===== config.mk =====
export PLATFORM = sky130hd
export DESIGN_NAME = input_vc_buffer
export DESIGN_NICKNAME = d
export VERILOG_FILES = /design/src/rtl/input_vc_buffer.sv
export SDC_FILE = /design/constraint.sdc
export NUM_CORES = 1
export LEC_CHECK = 0
export CORE_MARGIN = 2
export CORE_UTILIZATION = 50
export CTS_CLUSTER_SIZE = 20
export DETAILED_ROUTE_END_ITERATION = 10
export GPL_ROUTABILITY_DRIVEN = 0
export PLACE_DENSITY_LB_ADDON = 0.15
export SKIP_CTS_REPAIR_TIMING = 1
export SYNTH_ARGS = -nofsm -noshare
export SYNTH_HDL_FRONTEND = slang
export SYNTH_SLANG_ARGS = --single-unit

===== constraint.sdc =====
create_clock -name clk -period 2.74 [get_ports clk]
set_clock_uncertainty 0.05 [all_clocks]
set_input_delay 0.548 -clock clk [delete_from_list [all_inputs] [get_ports clk]]
set_output_delay 0.548 -clock clk [all_outputs]
set_load 0.05 [all_outputs]

===== src/rtl/input_vc_buffer.sv =====
// Per-input, per-VC flit FIFO feeding the VC allocator. Holds link flits,
// presents the head flit combinationally, pops on allocator grant, returns one
// registered credit per freed slot and tracks wormhole packet occupancy.

`ifndef FLIT_SIZE
`define FLIT_SIZE 8
`endif
`ifndef FLIT_TAIL
`define FLIT_TAIL 8
`endif

module input_vc_buffer #(
    parameter int DEPTH    = 4,
    parameter int PTR_W    = 2,
    parameter int FLIT_W   = `FLIT_SIZE,
    parameter int TAIL_IDX = `FLIT_TAIL
) (
    input  logic            clk,
    input  logic            reset,
    input  logic            flit_valid_in,
    input  logic [1:FLIT_W] link_flit_in,
    input  logic            credit_for_input,
    output logic            is_new_flit,
    output logic [1:FLIT_W] flit_out,
    output logic            credit_out,
    output logic            pkt_active,
    output logic [0:PTR_W]  occupancy,
    output logic            overflow_err
);

    typedef enum logic {
        PKT_IDLE   = 1'b0,
        PKT_ACTIVE = 1'b1
    } pkt_state_e;

    localparam logic [PTR_W:0] FULL_CNT = (PTR_W + 1)'(DEPTH);

    logic [1:FLIT_W]  mem_q [DEPTH];

    logic [PTR_W-1:0] wr_ptr_q, wr_ptr_d;
    logic [PTR_W-1:0] rd_ptr_q, rd_ptr_d;
    logic [PTR_W:0]   occ_q, occ_d;
    logic             credit_q, credit_d;
    logic             ovf_q, ovf_d;
    pkt_state_e       state_q, state_d;

    logic             full;
    logic             push;
    logic             pop;
    logic [1:FLIT_W]  head_flit;
    logic             head_is_tail;

    // Handshake decode and head-of-queue view, all from registered state.
    always_comb begin
        // NOTE: every signal gets a default first so no branch can leave it
        // unassigned; an unassigned path would infer a latch.
        full         = (occ_q == FULL_CNT);
        is_new_flit  = (occ_q != '0);
        pop          = credit_for_input & is_new_flit;
        // A full buffer still accepts a flit when the head leaves this cycle.
        push         = flit_valid_in & (~full | pop);
        head_flit    = mem_q[rd_ptr_q];
        head_is_tail = head_flit[TAIL_IDX];
        // Empty buffer shows zero rather than stale storage.
        flit_out     = is_new_flit ? head_flit : '0;
    end

    // Next-state for pointers, occupancy, credit, overflow and packet FSM.
    always_comb begin
        wr_ptr_d = wr_ptr_q;
        rd_ptr_d = rd_ptr_q;
        occ_d    = occ_q;
        credit_d = pop;
        ovf_d    = ovf_q | (flit_valid_in & full & ~pop);
        state_d  = state_q;

        if (push) begin
            wr_ptr_d = wr_ptr_q + 1'b1;
        end
        if (pop) begin
            rd_ptr_d = rd_ptr_q + 1'b1;
        end

        case ({push, pop})
            2'b10:   occ_d = occ_q + 1'b1;
            2'b01:   occ_d = occ_q - 1'b1;
            default: occ_d = occ_q;
        endcase

        // Packet boundaries are only observed as flits leave the buffer.
        if (pop) begin
            case (state_q)
                PKT_IDLE:   state_d = head_is_tail ? PKT_IDLE : PKT_ACTIVE;
                PKT_ACTIVE: state_d = head_is_tail ? PKT_IDLE : PKT_ACTIVE;
                default:    state_d = PKT_IDLE;
            endcase
        end
    end

    // Control state register; reset wins over any traffic in the same cycle.
    always_ff @(posedge clk) begin
        // NOTE: non-blocking assignments so every flop samples the pre-edge
        // value of every other flop, independent of statement order.
        if (reset) begin
            wr_ptr_q <= '0;
            rd_ptr_q <= '0;
            occ_q    <= '0;
            credit_q <= 1'b0;
            ovf_q    <= 1'b0;
            state_q  <= PKT_IDLE;
        end else begin
            wr_ptr_q <= wr_ptr_d;
            rd_ptr_q <= rd_ptr_d;
            occ_q    <= occ_d;
            credit_q <= credit_d;
            ovf_q    <= ovf_d;
            state_q  <= state_d;
        end
    end

    // Flit storage write port; a flit arriving during reset is discarded.
    always_ff @(posedge clk) begin
        // NOTE: storage is deliberately not reset; slots are only read once
        // occupancy says they hold a valid flit.
        if (push && !reset) begin
            mem_q[wr_ptr_q] <= link_flit_in;
        end
    end

    assign credit_out   = credit_q;
    assign pkt_active   = (state_q == PKT_ACTIVE);
    assign occupancy    = occ_q;
    assign overflow_err = ovf_q;

endmodule


==> flow_summary.toml, run 1 <==
[clock_network]
cts_tree = "built"
cts_sinks = 44
cts.path.max_buffers = 2
root_buffer = "clkbuf_8"
cts.clk_slew.worst_paths_ps = 80
numCtsBuffers = 5
cts-htree-levels = 2
clock_latency_ps = 290

[yosys]
synthTopCellsByArea = "edfxtp_1 51%, dfxtp_1 13%, mux4_1 9.8%, and2_1 3.7%, ha_1 2.7%"
ys.flop_type = "edfxtp_1"
yosysWarnings = 0
synth_cells = 123
mappedNetlistArea_um2 = 1880
synth_common_cells = "32 x edfxtp_1, 12 x dfxtp_1, 11 x and2_1, 8 x nor2_1, 7 x mux4_1"
synth_nets = 140
syn_avg_cell_area_um2 = 15.3
yosys.area.top_type = "edfxtp_1"
ys_ff_latch = 44
yosysTopAreaCellShare = 0.512
yosysMostFrequentCell = "edfxtp_1"
synth_edf_count = 32
synthDistinctLibCells = 32
ys_seq_area_frac = 0.640
synth-async-reset-ratio = 0

[worst_hold_path]
hold_path_depth = 2
hp-start = "overflow_err"
min_to = "overflow_err"
worstHoldPathType = "register to register"

[layout]
layout.nets = 169
area_delta_synth_final_pct = 21.2
final_util = 0.626
drive_above_1_share = 0.150
final_cells = 201
num_antenna_cells = 0

[sta]
hold_viol = 0
rsz0062_at_grt = "false"
max_slew_margin = 0.667
worst_pin_slew_ps = 497
slew_viol_final = 0
fmax_ghz = 0.402
fin_crit_sh = 0.909
fin_crit_ps = 2490
setup_tns_ps = 0
setup_violations = 0

[detailed_routing]
wl_per_cell_um = 14.8
avgViaCountPerCell = 5.31
ant_nets = 0
drcViolationCount = 0
totalWireLength_um = 2980
drt_iter0_markers = 33
num_vias = 1068
drt-pass1-iter-count = 4

[die]
pin_count = 27
std_cell_rows = 22
dieArea_um2 = 4260
die_h_um = 65.3
die_w_um = 65.3
initial_utilization = 0.517
core-area_um2 = 3630

[power]
leakage_nw = 0.801
vdd_ir_drop_max_uv = 339
power.density_nw_per_um2 = 719

[worst_setup_path]
worstPathMaxFanout = 10
worstPathRequired_ps = 2140
worst-path-buf-inv = 1
worstPathCellList = "or3_1, clkdlybuf4s50_1"
crit_type = "register to output port"
slowest_stage = "clkdlybuf4s50_1"
worstReg2RegStart = "occupancy[2]"
r2r_end = "occupancy[1]"
start_kind = "register"
cpPeakStageDelay_ps = 720
reg2regPathDepth = 7
crit_arrival_ps = 1890
critPathCaptureType = "output port"
crit_family = "buffers and inverters"
reg2reg_slack_ps = 520

[placement]
hpwl_um = 2130
io_buffers = 26
place_inst = 193

[job]
maxCapViolCount = 0

[grt]
antenna_found_initial = 0
grt_pass1_wl_um = 4780
overflow = 0
grt_pass1_vias = 1004
grtUsageTotal = 0.156
grt_max_degree = 15

[status]
run_status = "finished clean"
==> worst max path at each step <==
stage / from / endpoint / slack (ps) / depth (start not counted)
2_1_floorplan: occupancy[2] / occupancy[1] / 270 / 8
3_3_place_gp: credit_for_input / mem_q[2][1] / 400 / 4
3_5_place_dp: credit_for_input / mem_q[2][5] / 330 / 4
4_1_cts: register / flit_out[4] / 240 / 3
5_1_grt: register / flit_out[4] / 180 / 3
6_report: occupancy[2] / is_new_flit / 250 / 2
==> worst min-delay path, stage by stage (launching register included) <==
cell and delay [ps]:
dfxtp_1 330, a21oi_1 40, nor2_1 70
==> report_power, final <==
| group | leakage, nW | internal (mW) | switching, mW |
|---|---|---|---|
| logic | 0.356 | 0.149 | 0.233 |
| clock network | 0.0558 | 0.270 | 0.202 |
| registers | 0.389 | 0.746 | 0.0365 |
| total | 0.801 | 1.16 | 0.471 |
==> logic make-up after synthesis <==
kind of cell | count (synthesis) | synth area share
flops | 44 | 0.640
xor+xnor | 4 | 0.0187
compound gates | 16 | 0.0587
mux | 8 | 0.110
simple gates | 32 | 0.100
buf+inv | 14 | 0.0353
fa+ha+maj | 5 | 0.0373
==> sequential cells by signal, indices dropped and copies added (netlist names), named ones only <==
signal and count:
overflow_err 1, occupancy 3, credit_out 1, wr_ptr_q 2, rd_ptr_q 2, pkt_active 1
mem_q 32
==> stage by stage <==
stage          total power, mW  cell area, um^2  setup WS [ps]  hold slack [ps]
2_1_floorplan             1.06             1880            272              435
3_3_place_gp              1.18             2160            402              419
3_5_place_dp              1.18             2160            334              409
4_1_cts                   1.65             2270            236              426
5_1_grt                   1.71             2270            184              490
6_report                  1.64             2270            250              421
==> metal layers <==
metal	share of wire	vias up	global-route usage
li1	-	523	-
met1	0.43	514	0.196
met2	0.50	24	0.253
met3	0.053	7	0.0428
met4	0.016	0	0.0703
met5	0	-	0
==> area by class of cell <==
cell class,instances,area (um^2)
clock buffer,5,68.8
clock inverter,3,42.5
fill,298,1360
inverter,6,22.5
multi-input combinational,65,609
sequential,44,1200
tap,48,60.1
timing repair buffer,30,270
==> cell usage in the layout, fill, tap and decap left out, drive strengths merged, types with 2 or more instances in the layout <==
cell type       n
xor2            4
nand3           3
buf            12
nand3b          2
clkbuf          5
inv             6
dfxtp          12
or3             3
clkdlybuf4s50  18
o21ai           2
nor2            8
edfxtp         32
o31ai           2
and2           12
mux4            8
a21oi           4
clkinv          2
o2111ai         2
ha              4
Power figures use the tool's default switching activity.
==> run 2: changes to the inputs <==
- CTS_CLUSTER_SIZE: 20 -> default
- MAX_ROUTING_LAYER: default -> met4
==> flow_summary.toml, run 2 (synthesized netlist as in run 1, its figures left out) <==
[worst_setup_path]
crit_arrival_ps = 1880
critPathCaptureType = "output port"
start_kind = "register"
r2r_end = "occupancy[1]"
worstPathRequired_ps = 2140
reg2reg_slack_ps = 530
worstPathMaxFanout = 10
crit_type = "register to output port"
worstReg2RegStart = "occupancy[2]"
reg2regPathDepth = 7

[clock_network]
cts.clk_slew.worst_paths_ps = 80
cts_tree = "built"
numCtsBuffers = 5
root_buffer = "clkbuf_8"
clock_latency_ps = 290
cts.path.max_buffers = 2
cts-htree-levels = 2
cts_sinks = 44

[detailed_routing]
ant_nets = 0
drt-pass1-iter-count = 4
wl_per_cell_um = 14.7
num_vias = 1055
drt_iter0_markers = 40
drcViolationCount = 0
avgViaCountPerCell = 5.25
totalWireLength_um = 2950

[sta]
rsz0062_at_grt = "false"
slew_viol_final = 0
fin_crit_sh = 0.905
fmax_ghz = 0.403
setup_violations = 0
fin_crit_ps = 2480
setup_tns_ps = 0
worst_pin_slew_ps = 497
max_slew_margin = 0.667
hold_viol = 0

[layout]
final_cell_mix = "32 x edfxtp_1, 18 x clkdlybuf4s50_1, 12 x dfxtp_1, 12 x buf_4, 11 x and2_1"
top_register = "mem_q"
largest_reg_flops = 32
drive_above_1_share = 0.150
final_util = 0.626
final_cells = 201
final_common_cell = "edfxtp_1"
num_antenna_cells = 0
area_delta_synth_final_pct = 21.2
layout.nets = 169

[die]
pin_count = 27
die_w_um = 65.3
dieArea_um2 = 4260
die_h_um = 65.3
core-area_um2 = 3630
initial_utilization = 0.517
std_cell_rows = 22

[grt]
grt_max_degree = 15
grt_pass1_wl_um = 4790
overflow = 0
antenna_found_initial = 0
grtUsageTotal = 0.163
grt_pass1_vias = 998

[power]
leakage_nw = 0.801
power.density_nw_per_um2 = 719
vdd_ir_drop_max_uv = 339

[status]
run_status = "finished clean"

[placement]
hpwl_um = 2130
io_buffers = 26
place_inst = 193

[worst_hold_path]
hold_path_depth = 2
hp-start = "overflow_err"
min_to = "overflow_err"
worstHoldPathType = "register to register"

[job]
maxCapViolCount = 0
## run 2: through the flow
stage	hold slack, ps	total power [mW]	area [um^2]	setup slack (ps)
floorplan	435	1.06	1880	272
global placement	419	1.18	2160	402
detailed placement	409	1.18	2160	334
CTS	426	1.65	2270	236
global route	490	1.71	2270	168
finish	421	1.64	2270	260
## run 2: critical path: stages, from the launching register on
cell	delay (ps)
dfxtp_1	410
or3_1	460
clkdlybuf4s50_1	720
## run 2: worst max-delay path by stage
| stage | start | to | slack [ps] | depth (start not counted) |
|---|---|---|---|---|
| 5_1_grt | register | flit_out[4] | 170 | 3 |
| 3_3_place_gp | credit_for_input | mem_q[2][1] | 400 | 4 |
| 2_1_floorplan | occupancy[2] | occupancy[1] | 270 | 8 |
| 6_report | occupancy[2] | is_new_flit | 260 | 2 |
| 4_1_cts | register | flit_out[4] | 240 | 3 |
| 3_5_place_dp | credit_for_input | mem_q[2][5] | 330 | 4 |
## run 2: per-layer routing
layer / part of all wire / wire length, um / vias up / GRT usage
met1: 0.43 / 1280 / 502 / 0.202
met4: 0.014 / 40 / 0 / 0.0703
met3: 0.058 / 171 / 5 / 0.0479
li1: - / - / 521 / -
met2: 0.49 / 1460 / 27 / 0.250
met5: 0 / 0 / - / -
## run 2: layout make-up
cell class / count / area (um^2)
repair buffers: 30 / 270
inverters: 6 / 22.5
clock inverters: 3 / 42.5
well taps: 48 / 60.1
multi-input cells: 65 / 609
fillers: 298 / 1360
flip-flops and latches: 44 / 1200
clock buffers: 5 / 68.8
## run 2: power by group
part           internal [mW]  switching, mW  total [mW]  leakage (nW)
Sequential             0.746         0.0363       0.782         0.389
Combinational          0.149          0.233       0.382         0.356
Clock                  0.270          0.202       0.471        0.0558
Total                   1.16          0.471        1.64         0.801
==> patch (flow settings as in run 1) <==
Change the parameter `PTR_W` from 2 to 1.
--- a/src/rtl/input_vc_buffer.sv
+++ b/src/rtl/input_vc_buffer.sv
@@ -13,3 +13,3 @@
     parameter int DEPTH    = 4,
-    parameter int PTR_W    = 2,
+    parameter int PTR_W    = 1,
     parameter int FLIT_W   = `FLIT_SIZE,
Interface: changed (resized occupancy); port bits go from 27 to 26. The function was not compared with the original's and may differ.
==> patch against run 1 <==
Die area is 49% lower. Combinational power is 93% lower. Area after synthesis is 51% lower. Worst setup slack worse by 150 ps. Cell area is 46% lower. Sequential cell count is 20 lower. Core utilization is 9.1 points higher. Sequential share of layout area is 1.1 points lower. Cell count is 40% lower. First-iteration DRC count is 97% lower. Wire length is 46% lower. Total power is 64% lower. Register-to-register slack better by 520 ps. Largest cell class unchanged.
==> patch: results (changes against run 1) <==
| Metric | Value |
|---|---|
| Slowest CP cell | `clkdlybuf4s50_1` |
| PortBufs | `25 (-3.8%)` |
| First-pass GRT wire length | `2.304 mm (-52%)` |
| Min-Delay Path Class | `reg2reg` |
| Yosys warning count | `0 (unchanged)` |
| Max reg flops | `16 (-50%)` |
| TritonCTS Buffers | `3 (-2)` |
| Initial DRC Count | `1 (-97%)` |
| Peak VDD IR | `0.3576 mV (+5.4%)` |
| Layout Nets | `110 (-35%)` |
| Clk_lat worst skew | `310 ps (+20 ps)` |
| Top reg by flops | `mem_q` |
| EDFF count, synth | `16 (-50%)` |
| Root buffer cell | `clkbuf_4` |
| DR vias | `594 (-44%)` |
| Detail Placement HPWL | `1.169 mm (-45%)` |
| CTS clock-pin slew for the worst setup and hold paths | `130 ps (+50 ps)` |
| RR Startpoint | `occupancy[1]$_SDFFE_PP0P_` |
| Syn_nets | `81 (-42%)` |
| Reg-to-reg endpoint | `occupancy[0]$_SDFFE_PP0P_` |
| Finished Layout Cells | `121 (-40%)` |
| # fillers | `142 (-52%)` |
| Post-Syn Instances | `68 (-45%)` |
| Static leakage | `0.4241 nW (-47%)` |
| Vias in the first global route | `559 (-44%)` |
| Share of layout cells above drive strength 1 | `0.08333 (-0.06699)` |
| Crit-path max cell delay | `820 ps (+100 ps)` |
| Post-synthesis cell type count | `17 (-47%)` |
| R2R setup slack | `1040 ps (+520 ps)` |
| Initial antenna violation count | `0 (unchanged)` |
| Hold_ws | `454.5 ps (+33.97 ps)` |
| H-Tree Depth | `1 (-1)` |
| DRT Pass-1 Iters | `3 (-1)` |
| Largest net degree at the start of global routing | `14 (-1)` |
| Worst Path Arrival | `2040 ps (+150 ps)` |
| Post-synth ARST share | `0 (unchanged)` |
| Hold path start | `overflow_err$_SDFF_PP0_` |
| Clock Path Buffers | `2 (unchanged)` |
| Highest net fanout along the worst path | `8 (-2)` |
| Reg2Reg Depth | `5 (-2)` |
| Status | `completed` |
| Total GRT Usage | `0.1680 (+0.01214)` |
| Ant. Diodes | `0 (unchanged)` |
| Synth area leaders | `edfxtp_1 53%, dfxtp_1 18%, mux2i_1 8.8%, nor2_1 6.2%, xor2_1 2.9%` |
| WHS Path Cells | `2 (unchanged)` |
| WL/cell | `13.36 um (-9.9%)` |
| Sequential area share after synthesis | `0.7033 (+0.06330)` |
| WHS Endpoint | `overflow_err$_SDFF_PP0_` |
| Post-synth top cells | `16 x edfxtp_1, 15 x nor2_1, 8 x dfxtp_1, 8 x mux2i_1` |
| Slew of the pin with the lowest slew margin | `517.1 ps (+19.85 ps)` |
[patch: cell count changes in the layout (fill, tap and decap cells not counted), sizes merged, moves of 7 or more]
cell           before  now
edfxtp             32   16
mux4                8    0
mux2i               0    8
nor2                8   15
buf                12    2
clkdlybuf4s50      18   25
and2               12    1
[patch: cell type report]
cell class                      instances  area share
Tap cell                               25     0.02525
Clock buffer                            4     0.02929
Timing Repair Buffer                   27      0.2141
Multi-Input combinational cell         39      0.2081
Inverter                                2    0.006061
Sequential cell                        24      0.5172
[patch: cell families (layout without fill, tap and decap cells)]
family	count (synthesis)	in the layout	synth area share
multiplexers	8	8	0.08792
buffers and inverters	5	33	0.02335
flip-flops	24	24	0.7033
XOR/XNOR	4	4	0.03847
AO/OA/AOI/OAI	7	7	0.04120
AND/OR/NAND/NOR	19	19	0.09204
adder cells (fa/ha/maj)	1	1	0.01373
[patch: per-layer routing]
layer	GRT usage	vias up	part of all wire
li1	-	296	-
met4	0.1333	0	0.029
met3	0.04706	4	0.054
met2	0.3056	16	0.54
met5	0	-	0
met1	0.1515	278	0.37
[patch: per-stage QoR]
| step | worst slack, ps | util | TNS [ps] | area, um^2 |
|---|---|---|---|---|
| final | 101.2 | 0.7174 | 0 | 1239 |
| after detailed placement | 250.4 | 0.6949 | 0 | 1200 |
| after floorplan | 318.3 | - | 0 | 910.9 |
| after CTS | -119.8 | 0.7159 | -803.3 | 1236 |
| after global placement | 272.9 | 0.6949 | 0 | 1200 |
| after global routing | 7.366 | 0.7174 | 0 | 1239 |
[patch: report_power, final]
group | total [mW] | internal, mW | leakage [nW] | switching, mW
clock network | 0.181 | 0.0812 | 0.0210 | 0.100
logic | 0.0273 | 0.0163 | 0.195 | 0.0109
registers | 0.387 | 0.386 | 0.208 | 0.000543
[patch: critical path, delay by kind of cell, from the launching register on]
| kind | cells | cell delay [ps] |
|---|---|---|
| DFF | 1 | 630 |
| and+or+nand+nor | 1 | 130 |
| buffers and inverters | 1 | 820 |
| muxes | 1 | 150 |
[patch: how the worst max path moves through the flow]
stage                              start               endpoint  slack (ps)  depth (start not counted)
2_1_floorplan  occupancy[1]$_SDFFE_PP0P_  mem_q[0][0]$_DFFE_PP_         320                          3
3_3_place_gp   occupancy[1]$_SDFFE_PP0P_            flit_out[8]         270                          3
3_5_place_dp   occupancy[1]$_SDFFE_PP0P_            flit_out[8]         250                          3
4_1_cts        occupancy[1]$_SDFFE_PP0P_            flit_out[8]        -120                          3
5_1_grt                        flip-flop            flit_out[8]           7                          3
6_report                       flip-flop            flit_out[8]         100                          3
